$ cat src/rtl/lsu_seq.sv
// rtl/lsu_seq.sv - load/store sequencer between MEM stage and datamem
// Misaligned halfword/word requests are split into little-endian byte accesses.
module lsu_seq (
   input  logic        clk,
   input  logic        reset,
   input  logic        ReqValid,
   output logic        ReqReady,
   input  logic        ReqWrite,
   input  logic [2:0]  ReqFunct3,
   input  logic [31:0] ReqAddr,
   input  logic [31:0] ReqData,
   output logic        RespValid,
   output logic [31:0] RespData,
   output logic        RespErr,
   output logic        RespMisaligned,
   output logic        MemWE,
   output logic [1:0]  MemWidthSrc,
   output logic [31:0] MemA,
   output logic [31:0] MemWD,
   input  logic [31:0] MemRD
);
   typedef enum logic [1:0] {IDLE, ACCESS, SPLIT, RESP} state_t;

   state_t      state, state_next;
   logic        write_q;
   logic [2:0]  funct3_q;
   logic [31:0] addr_q;
   logic [31:0] data_q;
   logic [31:0] load_q;
   logic [1:0]  k_q;
   logic        err_q;
   logic        mis_q;
   logic        req_legal;
   logic        req_misaligned;
   logic        split_last;
   logic [31:0] load_ext;

   always_comb begin
      if (ReqWrite) begin
         req_legal = (ReqFunct3[2] == 1'b0) && (ReqFunct3[1:0] != 2'b11);
      end else begin
         req_legal = (ReqFunct3 != 3'b011) && (ReqFunct3 != 3'b110) && (ReqFunct3 != 3'b111);
      end
      case (ReqFunct3[1:0])
         2'b01:   req_misaligned = ReqAddr[0];
         2'b10:   req_misaligned = (ReqAddr[1:0] != 2'b00);
         default: req_misaligned = 1'b0;
      endcase
   end

   assign split_last = (funct3_q[1:0] == 2'b01) ? (k_q == 2'd1) : (k_q == 2'd3);

   always_ff @(posedge clk) begin
      if (reset) begin
         state    <= IDLE;
         write_q  <= 1'b0;
         funct3_q <= 3'b000;
         addr_q   <= 32'h0;
         data_q   <= 32'h0;
         load_q   <= 32'h0;
         k_q      <= 2'd0;
         err_q    <= 1'b0;
         mis_q    <= 1'b0;
      end else begin
         state <= state_next;
         case (state)
            IDLE: begin
               if (ReqValid) begin
                  write_q  <= ReqWrite;
                  funct3_q <= ReqFunct3;
                  addr_q   <= ReqAddr;
                  data_q   <= ReqData;
                  load_q   <= 32'h0;
                  k_q      <= 2'd0;
                  err_q    <= !req_legal;
                  mis_q    <= req_legal && req_misaligned;
               end
            end
            ACCESS: begin
               if (!write_q) load_q <= MemRD;
            end
            SPLIT: begin
               if (!write_q) load_q[{k_q, 3'b000} +: 8] <= MemRD[7:0];
               k_q <= k_q + 2'd1;
            end
            default: ;
         endcase
      end
   end

   always_comb begin
      state_next = state;
      case (state)
         IDLE: begin
            if (ReqValid) begin
               if (!req_legal)          state_next = RESP;
               else if (req_misaligned) state_next = SPLIT;
               else                     state_next = ACCESS;
            end
         end
         ACCESS:  state_next = RESP;
         SPLIT:   state_next = split_last ? RESP : SPLIT;
         RESP:    state_next = IDLE;
         default: state_next = IDLE;
      endcase
   end

   always_comb begin
      case (funct3_q)
         3'b000:  load_ext = {{24{load_q[7]}}, load_q[7:0]};
         3'b001:  load_ext = {{16{load_q[15]}}, load_q[15:0]};
         3'b010:  load_ext = load_q;
         3'b100:  load_ext = {24'h0, load_q[7:0]};
         3'b101:  load_ext = {16'h0, load_q[15:0]};
         default: load_ext = 32'h0;
      endcase
   end

   // All outputs are forced low while reset is held, so an interrupted split store stops immediately.
   always_comb begin
      ReqReady       = 1'b0;
      RespValid      = 1'b0;
      RespData       = 32'h0;
      RespErr        = 1'b0;
      RespMisaligned = 1'b0;
      MemWE          = 1'b0;
      MemWidthSrc    = 2'b00;
      MemA           = 32'h0;
      MemWD          = 32'h0;
      if (!reset) begin
         case (state)
            IDLE: ReqReady = 1'b1;
            ACCESS: begin
               MemWE = write_q;
               MemA  = addr_q;
               MemWD = data_q;
               case (funct3_q[1:0])
                  2'b00:   MemWidthSrc = 2'b01;
                  2'b01:   MemWidthSrc = 2'b10;
                  default: MemWidthSrc = 2'b00;
               endcase
            end
            SPLIT: begin
               MemWE       = write_q;
               MemWidthSrc = 2'b01;
               MemA        = addr_q + {30'h0, k_q};
               MemWD       = {24'h0, data_q[{k_q, 3'b000} +: 8]};
            end
            RESP: begin
               RespValid      = 1'b1;
               RespErr        = err_q;
               RespMisaligned = mis_q;
               RespData       = (err_q || write_q) ? 32'h0 : load_ext;
            end
            default: ;
         endcase
      end
   end
endmodule

$ cat config.mk
export PLATFORM = sky130hd
export DESIGN_NAME = lsu_seq
export DESIGN_NICKNAME = d
export VERILOG_FILES = /design/src/rtl/lsu_seq.sv
export SDC_FILE = /design/constraint.sdc
export NUM_CORES = 1
export LEC_CHECK = 0
export CAP_MARGIN = 20
export CORE_AREA = 2 2 116 203
export DETAILED_ROUTE_END_ITERATION = 10
export DIE_AREA = 0 0 118 205
export PLACE_DENSITY_LB_ADDON = 0.12
export SLEW_MARGIN = 20
export SYNTH_ARGS = -nofsm -noshare
export SYNTH_HDL_FRONTEND = slang
export SYNTH_SLANG_ARGS = --single-unit
export TNS_END_PERCENT = 5
$ cat constraint.sdc
create_clock -name clk -period 3.7 [get_ports clk]
set_input_delay 0.37 -clock clk [delete_from_list [all_inputs] [get_ports clk]]
set_output_delay 0.37 -clock clk [all_outputs]
set_load 0.03 [all_outputs]
==> results.txt, run 1 <==
asr flop ratio synth: 0
Mapped Cells: 858
initial antenna violation count: 3
insertion delay to the later sink of the worst-skew pair: 0.36 ns
Ys Warns: 0
core area: 22,600 um^2
CP Launch Type: flop
die span in x: 118 um
Comb pwr share: 0.401
NetSw: 0.00176 W
iteration-0 DRC count of the detailed router: 436
Net Count, Synth: 976
post-synth cell types: 59
number of fill cells in the layout: 2,389
antenna-violating nets left: 0
WP data required: 3.33 ns
sequential cell area fraction in the yosys report: 0.341
CP max stage cell: and2_1
worst-case reg-to-reg path depth: 8
clock power share: 0.238
first-pass GRT wire length: 38.2 mm
Clock Skew: 0.0105 ns
Post-CTS Repair Setup Buffers: 0
Sw Share: 0.414
Worst VDD drop: 230 uV
IO Port Bufs: 205
CP peak stage delay: 0.50 ns
Hold Fails Final Rpt: 0
post-CTS sizing: 0
Bufs on Longest Clock Path: 2
number of synthesized flops with an enable pin: 0
Simple-Gate Fraction of Synth Area: 0.280
Relative slew margins: 0.413
worst slew pin tran: 0.879 ns
max-slew violation count: 0
grt total ovfl: 0
Core Rows: 73
Hold Crit Depth: 2
HPWL Detailed: 18.4 mm
fmax: 314 MHz
MaxCap Viol Count: 0
io pins: 206
Via-to-Cell Ratio: 5.03
Mean Syn Cell Area: 7.26 um^2
Post-synth top flop: dfxtp_1
Int Pwr: 0.00250 W
critical path's most frequent cell: buf_4
Worst Path Max Fanout: 17
CTS H-tree lvls: 3
GRT Resource Usage Total: 0.200
Final Cycle Share: 0.862
die height: 205 um
#FFs+latches synth: 106
XOR/XNOR Fraction of Synth Area: 0.00141
Routed wire per std cell: 18.5 um
Crit. End Element: primary output
Starting Density: 0.276
RSZ-0062 raised after global routing: no
Post-Synth Adder-Cell Area: 0.0313
Min-Delay Path Class: input port to flop
largest net degree at the start of global routing: 64
Sum Neg Setup Slack: 0 ns
main combinational cell family by area after synthesis: simple AND/OR/NAND/NOR gates
worst hold slack: 0.247 ns
final setup margin: 0.510 ns
final core utilization: 0.392
crit path cell chain: inv_1, ha_1, and2b_1, and2_1, buf_4, nand4_1, o31ai_1, buf_4
vias in the first global route: 6,718
drt first pass iters: 7
power per cell area: 481 nW/um^2
drt drc: 0
Total Power: 0.00426 W
layout cells sized above 1: 0.0943
status: finished clean
final setup fails: 0
routability cong.: 0.809
number of buffers created by CTS: 9
Lkg Pwr: 3.17 nW
number of hold buffers added after cts: 0
clk sinks: 106
CTS tree: built
post-synthesis mux area share: 0.0305
clk slew on worst S/H paths: 0.08 ns
Seq pwr share: 0.361
most common cell after layout, fill and taps aside: nand2_1
commonest cells after routing, fill and taps aside: 226 x nand2_1, 165 x clkdlybuf4s50_1, 107 x a21oi_1
Vias: 6,692
Crit Path Category: flop to primary output
Nets: 1,142
Place WS: 0.886 ns
routed wire length: 24.7 mm
Area Growth Syn to Fin: 42.1%
CP arrival: 2.82 ns
post-synthesis compound-gate area fraction: 0.255
Root Driver: clkbuf_16
minimum clock period: 3.19 ns
die area: 24,200 um^2
mapped cell area: 6230 um^2
[Yosys cell counts (4+ instances only)]
cell type / instances / share of area
dfxtp_1: 106 / 0.34
nand3_1: 15 / 0.012
nor2_1: 35 / 0.021
a21oi_1: 107 / 0.086
o31ai_1: 6 / 0.0072
and2_1: 16 / 0.016
a22o_1: 11 / 0.015
buf_1: 7 / 0.0042
nand4_1: 5 / 0.0050
mux4_2: 8 / 0.029
clkbuf_1: 45 / 0.027
nor2b_1: 4 / 0.0040
a222oi_1: 8 / 0.013
a31oi_1: 10 / 0.010
and3_1: 30 / 0.030
a41oi_1: 6 / 0.0084
inv_1: 28 / 0.017
nand2b_1: 5 / 0.0050
o21ai_0: 63 / 0.051
a2bb2oi_1: 5 / 0.0070
nand2_1: 227 / 0.14
o21ai_1: 4 / 0.0032
a22oi_1: 24 / 0.029
buf_2: 14 / 0.011
ha_1: 14 / 0.028
[worst paths after layout]
kind	start	endpoint	slack, ns
setup / recovery	state[1]	MemA[13]	0.51
hold / removal	reset	state[1]	0.25
setup reg to reg	state[0]	load_q[6]	1.22
hold reg to reg	data_q[25]	data_q[25]	0.47
[stage by stage]
step | cells | instance area [um^2]
3_5_place_dp | 1313 | 8540
5_1_grt | 1331 | 8850
4_1_cts | 1329 | 8850
6_report | 1331 | 8850
2_1_floorplan | 858 | 6230
3_3_place_gp | 1313 | 8540
[area by class of cell]
cell class | count | area [um^2] | area share
diodes | 2 | 5.00 | 0.000565
clock buffers | 10 | 239 | 0.0270
clock inverters | 6 | 63.8 | 0.00721
inverters | 28 | 105 | 0.0119
multi-input cells | 657 | 3740 | 0.422
flip-flops and latches | 106 | 2120 | 0.240
well taps | 300 | 375 | 0.0424
repair buffers | 222 | 2200 | 0.249
[logic make-up after synthesis]
kind of cell,count (synthesis)
fa+ha+maj,15
compound gates,263
buf+inv,95
mux,9
flops,106
simple gates,369
xor+xnor,1
[critical path, delay by kind of cell (launching register included)]
family	cells	cell delay, ns
AOI/OAI and AO/OA	1	0.22
DFF	1	0.40
adders and majority gates	1	0.36
and+or+nand+nor	3	0.83
buffers and inverters	3	0.64
[layer usage]
metal,global-route usage,part of all wire,up-vias
met4,0.0848,0.032,2
li1,-,-,3338
met5,0,0.00053,-
met1,0.217,0.39,3140
met3,0.0362,0.043,33
met2,0.378,0.54,179
[flip-flops by register name, summed over array words and instances, names as in the netlist]
signal and flops:
k_q 2, data_q 32, write_q 1, funct3_q 3
addr_q 32, state 2, mis_q 1, err_q 1
load_q 32
[power by group through the flow]
stage	Clock, W	Sequential, W	Combinational [W]
floorplan	0	0.00148	0.00113
global placement	0	0.00156	0.00171
detailed placement	0	0.00156	0.00172
CTS	0.00104	0.00153	0.00173
global route	0.00108	0.00157	0.00188
finish	0.00101	0.00154	0.00171
Power figures use the tool's default switching activity.
==> run 2: changes to the inputs <==
--- a/config.mk
+++ b/config.mk
@@ -9,6 +9,7 @@
 export CORE_AREA = 2 2 116 203
 export DETAILED_ROUTE_END_ITERATION = 10
 export DIE_AREA = 0 0 118 205
+export GPL_ROUTABILITY_DRIVEN = 0
 export PLACE_DENSITY_LB_ADDON = 0.12
 export SLEW_MARGIN = 20
 export SYNTH_ARGS = -nofsm -noshare
==> results of run 2 <==
No change in the layout: final DEF, timing and power equal those of run 1.
